`src/rtl/prog_loader_pkg.sv`:
```
// rtl/prog_loader_pkg.sv - shared types and constants for the program loader
package prog_loader_pkg;

  typedef enum logic [2:0] {
    ST_IDLE = 3'd0,
    ST_LEN  = 3'd1,
    ST_DATA = 3'd2,
    ST_CHK  = 3'd3,
    ST_DONE = 3'd4,
    ST_ERR  = 3'd5
  } state_e;

  localparam logic [7:0] SYNC_BYTE = 8'hA5;
  localparam int         MAX_LEN   = 32;

endpackage

```
`src/rtl/cksum8.sv`:
```
// rtl/cksum8.sv - 8-bit wrap-around checksum accumulator with zero detect (used when PROG_LOADER_CKSUM_EN)
module cksum8 (
  input  logic       clk_i,
  input  logic       rst_i,
  input  logic       clr_i,
  input  logic       seed_i,
  input  logic       acc_i,
  input  logic [7:0] data_i,
  output logic       zero_o
);

  logic [7:0] sum_q, sum_d;
  logic [7:0] nxt_sum;

  // sum including the byte currently presented; the check byte is tested against this
  assign nxt_sum = sum_q + data_i;
  assign zero_o  = (nxt_sum == 8'h00);

  // clear has priority, then seed with the length byte, then accumulate
  always_comb begin
    sum_d = sum_q;
    if (clr_i)       sum_d = 8'h00;
    else if (seed_i) sum_d = data_i;
    else if (acc_i)  sum_d = nxt_sum;
  end

  // running sum register
  always_ff @(posedge clk_i or posedge rst_i) begin
    if (rst_i) sum_q <= 8'h00;
    else       sum_q <= sum_d;
  end

endmodule

```
`src/rtl/prog_loader.sv`:
```
// rtl/prog_loader.sv - framed byte-stream loader for the 32x8 program memory; PROG_LOADER_CKSUM_EN enables the CHK byte
import prog_loader_pkg::*;

module prog_loader #(
  parameter int ADDR_W = 5,
  parameter int DATA_W = 8
) (
  input  logic              clk_i,
  input  logic              rst_i,
  input  logic [DATA_W-1:0] rx_data_i,
  input  logic              rx_valid_i,
  output logic              rx_ready_o,
  output logic              mem_we_o,
  output logic [ADDR_W-1:0] mem_addr_o,
  output logic [DATA_W-1:0] mem_data_o,
  output logic              cpu_rst_o,
  output logic              done_o,
  output logic              err_o
);

  state_e            state_q, state_d;
  logic [ADDR_W:0]   cnt_q, cnt_d;
  logic [ADDR_W:0]   len_q, len_d;
  logic              mem_we_q, mem_we_d;
  logic [ADDR_W-1:0] mem_addr_q, mem_addr_d;
  logic [DATA_W-1:0] mem_data_q, mem_data_d;
  logic              cpu_rst_q, cpu_rst_d;
  logic              done_q, done_d;
  logic              err_q, err_d;
  logic              accept;
  logic              is_sync;
  logic              len_bad;

`ifdef PROG_LOADER_CKSUM_EN
  logic ck_clr, ck_seed, ck_acc, ck_zero;

  cksum8 u_cksum8 (
    .clk_i  (clk_i),
    .rst_i  (rst_i),
    .clr_i  (ck_clr),
    .seed_i (ck_seed),
    .acc_i  (ck_acc),
    .data_i (rx_data_i),
    .zero_o (ck_zero)
  );
`endif

  // only DONE refuses input, so the stream is stalled for exactly one cycle per frame
  assign rx_ready_o = (state_q != ST_DONE);
  assign accept     = rx_valid_i & rx_ready_o;
  assign is_sync    = (rx_data_i == SYNC_BYTE);
  assign len_bad    = (rx_data_i == '0) || (rx_data_i > DATA_W'(MAX_LEN));

  // next-state and registered-output decode
  always_comb begin
    state_d    = state_q;
    cnt_d      = cnt_q;
    len_d      = len_q;
    mem_we_d   = 1'b0;
    mem_addr_d = mem_addr_q;
    mem_data_d = mem_data_q;
    cpu_rst_d  = cpu_rst_q;
    done_d     = 1'b0;
    err_d      = err_q;
`ifdef PROG_LOADER_CKSUM_EN
    ck_clr     = 1'b0;
    ck_seed    = 1'b0;
    ck_acc     = 1'b0;
`endif
    case (state_q)
      ST_IDLE: begin
`ifdef PROG_LOADER_CKSUM_EN
        ck_clr = 1'b1;
`endif
        if (accept && is_sync) begin
          state_d   = ST_LEN;
          cpu_rst_d = 1'b1;
        end
      end
      ST_LEN: begin
        if (accept) begin
          if (len_bad) begin
            state_d = ST_ERR;
            err_d   = 1'b1;
          end else begin
            state_d = ST_DATA;
            len_d   = rx_data_i[ADDR_W:0];
            cnt_d   = '0;
`ifdef PROG_LOADER_CKSUM_EN
            ck_seed = 1'b1;
`endif
          end
        end
      end
      ST_DATA: begin
        // SYNC_BYTE is ordinary payload here
        if (accept) begin
          mem_we_d   = 1'b1;
          mem_addr_d = cnt_q[ADDR_W-1:0];
          mem_data_d = rx_data_i;
          cnt_d      = cnt_q + 1'b1;
`ifdef PROG_LOADER_CKSUM_EN
          ck_acc     = 1'b1;
          if (cnt_d == len_q) state_d = ST_CHK;
`else
          if (cnt_d == len_q) begin
            state_d = ST_DONE;
            done_d  = 1'b1;
          end
`endif
        end
      end
`ifdef PROG_LOADER_CKSUM_EN
      ST_CHK: begin
        if (accept) begin
          if (ck_zero) begin
            state_d = ST_DONE;
            done_d  = 1'b1;
          end else begin
            state_d = ST_ERR;
            err_d   = 1'b1;
          end
        end
      end
`endif
      ST_DONE: begin
        state_d   = ST_IDLE;
        cpu_rst_d = 1'b0;
      end
      ST_ERR: begin
        // CPU stays held; a partially written image must never run
        if (accept && is_sync) begin
          state_d = ST_LEN;
          err_d   = 1'b0;
        end
      end
      default: begin
        state_d = ST_IDLE;
      end
    endcase
  end

  // state and output registers
  always_ff @(posedge clk_i or posedge rst_i) begin
    if (rst_i) begin
      state_q    <= ST_IDLE;
      cnt_q      <= '0;
      len_q      <= '0;
      mem_we_q   <= 1'b0;
      mem_addr_q <= '0;
      mem_data_q <= '0;
      cpu_rst_q  <= 1'b1;
      done_q     <= 1'b0;
      err_q      <= 1'b0;
    end else begin
      state_q    <= state_d;
      cnt_q      <= cnt_d;
      len_q      <= len_d;
      mem_we_q   <= mem_we_d;
      mem_addr_q <= mem_addr_d;
      mem_data_q <= mem_data_d;
      cpu_rst_q  <= cpu_rst_d;
      done_q     <= done_d;
      err_q      <= err_d;
    end
  end

  assign mem_we_o   = mem_we_q;
  assign mem_addr_o = mem_addr_q;
  assign mem_data_o = mem_data_q;
  assign cpu_rst_o  = cpu_rst_q;
  assign done_o     = done_q;
  assign err_o      = err_q;

endmodule
```
`config.mk`:
```
export PLATFORM = sky130hd
export DESIGN_NAME = prog_loader
export DESIGN_NICKNAME = d
export VERILOG_FILES = /design/src/rtl/prog_loader_pkg.sv /design/src/rtl/cksum8.sv /design/src/rtl/prog_loader.sv
export SDC_FILE = /design/constraint.sdc
export NUM_CORES = 1
export LEC_CHECK = 0
export CORE_AREA = 2 2 58 60
export CTS_CLUSTER_DIAMETER = 50
export DETAILED_ROUTE_END_ITERATION = 16
export DIE_AREA = 0 0 60 62
export MAX_ROUTING_LAYER = met4
export PLACE_DENSITY = 0.75
export SLEW_MARGIN = 40
export SYNTH_ARGS = -nofsm -noshare
export SYNTH_HDL_FRONTEND = slang
export SYNTH_HIERARCHICAL = 1
export SYNTH_SLANG_ARGS = --single-unit
```
`constraint.sdc`:
```
create_clock -name clk_i -period 2.3 [get_ports clk_i]
set_input_delay 0.69 -clock clk_i [delete_from_list [all_inputs] [get_ports clk_i]]
set_output_delay 0.69 -clock clk_i [all_outputs]
set_load 0.05 [all_outputs]
```
== Yosys cells after proc, flatten, opt, wreduce, memory -nomap -nowiden ==
Index checks and enable logic that the tools add are counted.
Widths: inputs -> output; s select.

* $add $sub $neg: 1
* Magnitude comparators: 1
* Multiplexer cells: 21
* Bitwise gates (word level): 2
* Equality and inequality tests: 15
* Reductions and logical operators: 14

{| class="wikitable"
|+ Operator list
! cell !! count
|-
| $mux 6 || 3
|-
| $mux 3 || 5
|-
| $ne 2x2->1 const B || 7
|-
| $pmux 6 s2 || 1
|-
| $reduce_and 4->1 || 3
|-
| $mux 1 || 9
|-
| $pmux 3 s3 || 1
|-
| $eq 8x8->1 const B || 1
|-
| $gt 8x6->1 const B || 1
|-
| $logic_not 8->1 || 1
|-
| $add 6x1->6 const B || 1
|-
| $eq 3x3->1 const B || 2
|-
| $eq 6x6->1 || 1
|-
| $reduce_bool 2->1 || 3
|-
| $pmux 1 s2 || 2
|-
| $reduce_and 2->1 || 2
|-
| $eq 3x1->1 const B || 1
|-
| $eq 3x2->1 const B || 1
|-
| $logic_not 3->1 || 1
|-
| $ne 3x3->1 const B || 1
|-
| $reduce_and 3->1 || 1
|-
| $ne 2x1->1 const B || 1
|-
| $reduce_or 2->1 || 1
|-
| $and 1x1->1 || 1
|-
| 3 further kinds || 3
|}

* Input port bits: 11
* Output and inout bits: 18
* Word-level logic and storage cells: 63
* Register bits after elaboration: 32

== Depth between registers and ports, before layout ==
Gate-level depths: netlist (run 1).

* Word-level depth: 5
* Depth in mapped cells: 7
* Mapped depth without buffers: 6

== Least setup slack after synthesis (run 1) ==
Ideal clock, no wire load.

* Kind: input-to-reg
* Start: input port rx_data_i[3]
* End: register len_q[0]
* Path buffers: 0
* Cell stages on the path: 4
* Arrival time: 1.824 ns
* Setup slack: 0.351 ns
* Cells stage by stage: nor3_1 > nand4_1 > a21boi_4 > mux2_2

* Longest elaborated chain between the ends: 4

{| class="wikitable"
|+ Ends and longest elaborated chain
! element !! line !! text
|-
| start: declaration || prog_loader.sv:10 || <nowiki>input logic [DATA_W-1:0] rx_data_i,</nowiki>
|-
| $gt 8x6->1 / $logic_not 8->1 (equally long branches) || prog_loader.sv:52 || <nowiki>assign len_bad = (rx_data_i == '0) || (rx_data_i > DATA_W'(MAX_LEN));</nowiki>
|-
| $logic_or 1x1->1 * || prog_loader.sv:52 ||
|-
| $not 1->1 (no line) * || -- ||
|-
| $reduce_and 3->1 (no line) * || -- ||
|-
| end signal: assignment || prog_loader.sv:158 || <nowiki>len_q <= len_d;</nowiki>
|-
| end: declaration || prog_loader.sv:23 || <nowiki>logic [ADDR_W:0] len_q, len_d;</nowiki>
|}

Mark *: on every way between the ends. The rest lies on a longest branch, timed or not.
A chain may end at the register's enable or synchronous reset.

== Final worst setup path (run 1) ==
* Start: register mem_data_q[5], in the netlist mem_data_o[5]
* End: output port mem_data_o[5]

{| class="wikitable"
|+ RTL lines
! element !! line !! text
|-
| start: declaration || prog_loader.sv:26 || <nowiki>logic [DATA_W-1:0] mem_data_q, mem_data_d;</nowiki>
|-
| start signal: assignment || prog_loader.sv:161 || <nowiki>mem_data_q <= mem_data_d;</nowiki>
|-
| end: declaration || prog_loader.sv:15 || <nowiki>output logic [DATA_W-1:0] mem_data_o,</nowiki>
|}

No word-level cell between the ends.

==> results.yml, run 1 <==
status:
  status: "completed"
sta:
  finalSetupViolCount: 0
  hold_viol: 0
  timing.final.crit_share_pct: 96.9
  slew_headroom_pct: 66.4
  rsz0062_at_grt: "no"
  worst_pin_slew_ps: 502
  worst_clock_skew_ps: 11.5
  max_freq_mhz: 449
  drv_slew: 0
  fin_crit_ps: 2230
global_route:
  grt_pass1_wl_um: 5850
  gr-total-overflow: 0
  grt_pass1_vias: 1295
  track_usage_pct: 22.8
  grt_max_degree: 24
  antenna_found_initial: 0
clock_network:
  max-clock-path-buffers: 2
  worst_setup_hold_path_clk_slew_ps: 100
  clock_latency_ps: 330
  cts_tree: "done"
  clock-sinks: 32
  htree_num_levels: 2
  cts_hold_buf: 0
  ctsResizeCount: 0
  root_buffer: "clkbuf_4"
  cts_inserted_buffers: 5
finish:
  final_cells: 240
  post-route-util_pct: 62.5
  drive_above_1_share_pct: 18.0
  syn2layout_area_growth_pct: 31.9
  diodes: 0
  nNetsFinal: 206
worst_setup_path:
  r2r-end: "state_q[1]"
  crit_slowest_cell: "clkdlybuf4s50_1"
  endpoint_kind: "output port"
  crit_chain: "clkdlybuf4s50_1"
  startpoint_type: "flop"
  worstPathRequired_ps: 1610
  crit-reg2reg-launch: "cnt_q[0]"
  r2r_cells: 6
  cpPeakStageDelay_ps: 810
  path_buf_inv: 1
  arrival_ps: 1540
  r2r_slack_ps: 420
  path_delay_family: "buffers and inverters"
  worstSetupPathType: "flop to output port"
  path_max_fanout: 2
synth:
  syn-num-nets: 164
  yosys-top-cells-area: "dfrtp_1, nand2_1, mux2_2, xnor2_1, nor3_1"
  yosys_warnings: 6
  synth_area_mm2: 0.00151
  synth_top_area_share_pct: 51.5
  yosysTopAreaCell: "dfrtp_1"
  synth_edf_count: 0
  yosysUniqueCellTypes: 33
  avgSynthCellArea_um2: 9.90
  synthArstFlopShare_pct: 100
  yosysSeqAreaShare_pct: 53.3
  syn_inst: 152
  ys.flop_type: "dfrtp_1"
  ys_ff_latch: 32
worst_hold_path:
  holdPathStages: 2
  hold_path.startpoint: "mem_addr_o[1]"
  hold_end: "mem_addr_o[1]"
  min_path_type: "flop to flop"
placed_design:
  port_buffers: 28
  place.gp.congestion: 0.793
  place_inst: 231
  hpwl_um: 2610
route:
  wl_um: 3480
  firstDrtPassIters: 5
  num_vias: 1276
  drc: 0
  wl_per_cell_um: 14.5
  drtIter0Drc: 52
  antenna_left: 0
  viasPerCell: 5.32
die:
  core_mm2: 0.00318
  ioPinCount: 29
  row_count: 21
  start_util_pct: 47.3
  die_area_mm2: 0.00372
  die_h_um: 62
  fp.dieW_um: 60
power_and_ir_drop:
  p_leak_nw: 0.976
  powerDensity_mw_per_mm2: 922
  peakVddDrop_mv: 0.957
run:
  maxCapViolCount: 0
## sequential cells by signal, summed over array words and instances (netlist names)
register and flops:
cpu_rst_o 1, done_o 1, len_q 6, mem_data_o 8
err_o 1, cnt_q 6, mem_we_o 1, state_q 3
mem_addr_o 5
## layer usage
layer / track usage, % / part of all wire [%]
met5: - / 0
met1: 25.9 / 42
met2: 36.5 / 51
met3: 6.21 / 4.0
met4: 12.7 / 2.8
## cell usage after synthesis (all sizes together), types with 3 or more instances
master and count:
nand2 43, dfrtp 31, mux2 7, nor3 7, o21ai 7, nor2 6, xnor2 6, and3 4
buf 4, nand3 4, a211o 3, nand2b 3, nand4 3
## metrics by stage
step	worst slack [ps]	cell area, um2	power (mW)	hold WS [ps]	TNS (ps)
CTS	61.4	1970	1.85	493	0
finish	71.2	1990	1.83	484	0
floorplan	351	1510	1.22	488	0
detailed placement	-304	1910	1.49	468	-3370
global route	13.9	1990	1.93	505	0
global placement	-243	1910	1.47	457	-2640
## repair_timing
item	4_1_cts	5_1_grt
endpoints found under the setup margin	0	10
buffers inserted	0	2
endpoints found under the hold margin	0	0
## cell families (layout without fill, tap and decap cells)
group | count (synthesis) | count (layout) | synth area share, %
multiplexers | 7 | 7 | 5.24
AO/OA/AOI/OAI | 20 | 20 | 9.98
XOR/XNOR | 8 | 8 | 4.66
buffers and inverters | 8 | 50 | 2.33
adder cells (fa/ha/maj) | 1 | 1 | 0.831
flip-flops | 32 | 32 | 53.3
AND/OR/NAND/NOR | 76 | 76 | 23.7
## worst max path at each step
stage                             start  slack [ps]  cells after the start            end
final                     mem_data_o[5]          70                      1  mem_data_o[5]
after global placement     rx_data_i[2]        -240                      5       len_q[2]
after detailed placement   rx_data_i[2]        -300                      6       cnt_q[4]
after global routing              err_o          10                      1          err_o
after CTS                    state_q[1]          60                      2     rx_ready_o
after floorplan            rx_data_i[3]         350                      4       len_q[0]
## area by class of cell
type                    count  area (um2)
multi-input cells         112         668
repair buffers             41         385
inverters                   2        7.51
flip-flops and latches     32         802
well taps                  46        57.6
clock buffers               7        65.1
fillers                   272        1190
## cell usage in the layout, fill, tap and decap left out
| master | n |
|---|---|
| a31oi_1 | 2 |
| and4b_1 | 1 |
| nand3_1 | 4 |
| ha_1 | 1 |
| nor3_1 | 7 |
| a2111o_1 | 1 |
| a21oi_1 | 1 |
| a21boi_4 | 1 |
| buf_12 | 1 |
| a21o_1 | 1 |
| mux2_2 | 7 |
| or3b_2 | 2 |
| buf_4 | 14 |
| clkbuf_4 | 5 |
| inv_1 | 2 |
| nand2b_1 | 3 |
| o21a_1 | 1 |
| nand3b_1 | 1 |
| nor2_1 | 5 |
| o21ai_0 | 7 |
| xor2_1 | 2 |
| dfrtp_1 | 31 |
| and3_1 | 4 |
| clkbuf_8 | 2 |
| nor2b_1 | 1 |
| clkdlybuf4s50_1 | 26 |
| and2_1 | 1 |
| nor2_4 | 1 |
| o41ai_1 | 1 |
| a32oi_1 | 1 |
| dfstp_2 | 1 |
| a211o_1 | 3 |
| a31o_2 | 1 |
| xnor2_1 | 6 |
| nand4_1 | 3 |
| nand2_1 | 43 |
## report_power, final
group / switching (mW) / internal, mW / total (mW)
Clock: 0.180 / 0.173 / 0.353
Sequential: 0.0821 / 0.669 / 0.751
Combinational: 0.469 / 0.257 / 0.726
Total: 0.731 / 1.10 / 1.83
Note: power is estimated with default switching activity, not from simulation.
==> run 2: changes to the inputs <==
--- a/config.mk
+++ b/config.mk
@@ -5,12 +5,15 @@
 export SDC_FILE = /design/constraint.sdc
 export NUM_CORES = 1
 export LEC_CHECK = 0
-export CORE_AREA = 2 2 58 60
+export CELL_PAD_IN_SITES_DETAIL_PLACEMENT = 1
+export CELL_PAD_IN_SITES_GLOBAL_PLACEMENT = 1
+export CORE_AREA = 2 2 66 68
 export CTS_CLUSTER_DIAMETER = 50
+export CTS_CLUSTER_SIZE = 25
 export DETAILED_ROUTE_END_ITERATION = 16
-export DIE_AREA = 0 0 60 62
+export DIE_AREA = 0 0 68 70
 export MAX_ROUTING_LAYER = met4
-export PLACE_DENSITY = 0.75
+export PLACE_DENSITY = 0.74
 export SLEW_MARGIN = 40
 export SYNTH_ARGS = -nofsm -noshare
 export SYNTH_HDL_FRONTEND = slang
==> run 2 against run 1 <==
Flip-flop and latch count stayed put; global-route usage is 3.6 points lower; clock power is 25% higher; largest power group unchanged.
==> results.yml, run 2 (synthesis gave the netlist of run 1 again) <==
worst_setup_path:
  endpoint_kind: "flop"
  crit_slowest_cell: "clkdlybuf4s50_1"
  worstSetupPathType: "input port to flop"
  path_buf_inv: 2
  worstPathRequired_ps: 2460
  startpoint_type: "input port"
  arrival_ps: 2440
  crit_chain: "clkdlybuf4s50_1, nor3_1, nand4_1, a21boi_4, buf_12, mux2_2"
  path_max_fanout: 8
  path_delay_family: "simple AND/OR/NAND/NOR gates"
  cpPeakStageDelay_ps: 430
finish:
  final_common_cell: "nand2_1"
  syn2layout_area_growth_pct: 34.6
  post-route-util_pct: 48.9
  fill_cells: 465
  diodes: 0
  multiInputGateArea_um2: 668
  final_cells: 248
  nNetsFinal: 207
  stdcell_area_mm2: 0.00203
  largest_reg_flops: 8
  seq_area_um2: 802
  final_cell_mix: "nand2_1, dfrtp_1, clkdlybuf4s50_1"
  drive_above_1_share_pct: 17.9
clock_network:
  max-clock-path-buffers: 2
  ctsResizeCount: 0
  clock_latency_ps: 280
  worst_setup_hold_path_clk_slew_ps: 60
  clock-sinks: 32
  root_buffer: "clkbuf_8"
  htree_num_levels: 2
  cts_tree: "done"
  cts_inserted_buffers: 5
die:
  fp.dieW_um: 68
  die_h_um: 70
  die_area_mm2: 0.00476
  core_mm2: 0.00414
  ioPinCount: 29
  start_util_pct: 36.3
  row_count: 24
placed_design:
  place.gp.congestion: 0.738
  hpwl_um: 2860
  port_buffers: 28
  place_area_mm2: 0.00192
  place_inst: 239
route:
  firstDrtPassIters: 3
  viasPerCell: 5.06
  wl_um: 3920
  wl_met3_um: 116
  wl_met2_um: 1990
  highest_layer: "met4"
  drc: 0
  drtIter0Drc: 40
  num_vias: 1256
  wl_per_cell_um: 15.8
  wl_met1_um: 1760
  antenna_left: 0
status:
  status: "completed"
power_and_ir_drop:
  combPwrFrac_pct: 38.0
  peakVddDrop_mv: 0.697
  seq_power_share_pct: 39.1
  p_leak_nw: 0.987
  p_switching_mw: 0.757
  powerDensity_mw_per_mm2: 952
  sw_frac_of_total_pct: 39.3
  total_power_mw: 1.93
  clock_power_share_pct: 23.0
  p_int_mw: 1.17
run:
  maxCapViolCount: 0
sta:
  finalSetupViolCount: 0
  worst_pin_slew_ps: 523
  fin_crit_ps: 2280
  worst_clock_skew_ps: 3.81
  slew_headroom_pct: 65.0
  whs_ps: 480
  hold_viol: 0
  max_freq_mhz: 439
  timing.final.crit_share_pct: 99.1
  drv_slew: 0
worst_hold_path:
  min_path_type: "flop to flop"
global_route:
  grt_max_degree: 33
  grt_pass1_wl_um: 6620
  antenna_found_initial: 0
  gr-total-overflow: 0
  grt_pass1_vias: 1313
  track_usage_pct: 19.2
==> run 2: per-layer routing <==
metal  up-vias  track usage (%)
li1        610                -
met1       627             25.5
met2        15             28.4
met3         4             5.31
met4         0             6.00
met5         -                -
==> run 2: path summary, 6_finish.rpt <==
| kind | start | to | slack, ps | cells after the start |
|---|---|---|---|---|
| hold / removal | mem_addr_o[3] | mem_addr_o[3] | 480 | 2 |
| max in group asynchronous | rst_i | cpu_rst_o | 1180 | 3 |
| min in group asynchronous | rst_i | mem_data_o[5] | 800 | 3 |
| setup reg to reg | cnt_q[0] | state_q[1] | 400 | 6 |
| setup / recovery | rx_data_i[4] | len_q[5] | 20 | 6 |
| hold reg to reg | mem_addr_o[3] | mem_addr_o[3] | 480 | 2 |
==> run 2: layout make-up <==
type,instances,area share (%)
Timing Repair Buffer,42,19.4
Tap cell,52,3.21
Multi-Input combinational cell,112,33.0
Sequential cell,32,39.6
Clock buffer,8,4.45
Inverter,2,0.371
==> run 2: worst reg2reg max path: stages, from the launching register on <==
cell	delay [ps]
dfrtp_1	460
ha_1	360
xnor2_1	180
nand4_1	120
nor3_1	220
o21ai_0	180
a31o_2	280
==> run 2: repair_timing <==
item                       4_1_cts  5_1_grt
setup endpoints to repair        0       10
buffers inserted                 0        1
hold buffers                     0        0
==> run 2: through the flow <==
stage	TNS, ps	setup WS (ps)
global route	-308	-53.2
global placement	-2130	-211
detailed placement	-3300	-292
finish	0	21.4
CTS	0	2.44
floorplan	0	351
==> run 2: power groups by stage <==
| stage | clock (mW) | sequential [mW] | combinational, mW |
|---|---|---|---|
| 2_1_floorplan | 0 | 1.05 | 0.167 |
| 3_3_place_gp | 0 | 0.754 | 0.723 |
| 3_5_place_dp | 0 | 0.765 | 0.737 |
| 4_1_cts | 0.456 | 0.755 | 0.740 |
| 5_1_grt | 0.484 | 0.768 | 0.776 |
| 6_report | 0.442 | 0.753 | 0.732 |
==> run 3: changes to the inputs <==
--- a/config.mk
+++ b/config.mk
@@ -8,14 +8,13 @@
 export CELL_PAD_IN_SITES_DETAIL_PLACEMENT = 1
 export CELL_PAD_IN_SITES_GLOBAL_PLACEMENT = 1
 export CORE_AREA = 2 2 66 68
-export CTS_CLUSTER_DIAMETER = 50
+export CTS_CLUSTER_DIAMETER = 80
 export CTS_CLUSTER_SIZE = 25
 export DETAILED_ROUTE_END_ITERATION = 16
 export DIE_AREA = 0 0 68 70
 export MAX_ROUTING_LAYER = met4
 export PLACE_DENSITY = 0.74
-export SLEW_MARGIN = 40
+export SLEW_MARGIN = 20
 export SYNTH_ARGS = -nofsm -noshare
 export SYNTH_HDL_FRONTEND = slang
-export SYNTH_HIERARCHICAL = 1
 export SYNTH_SLANG_ARGS = --single-unit
==> results of run 3 <==
The final DEF is identical to that of run 2; final timing and power are the same.
Main changes from that run: Yosys warning count 6 -> 0
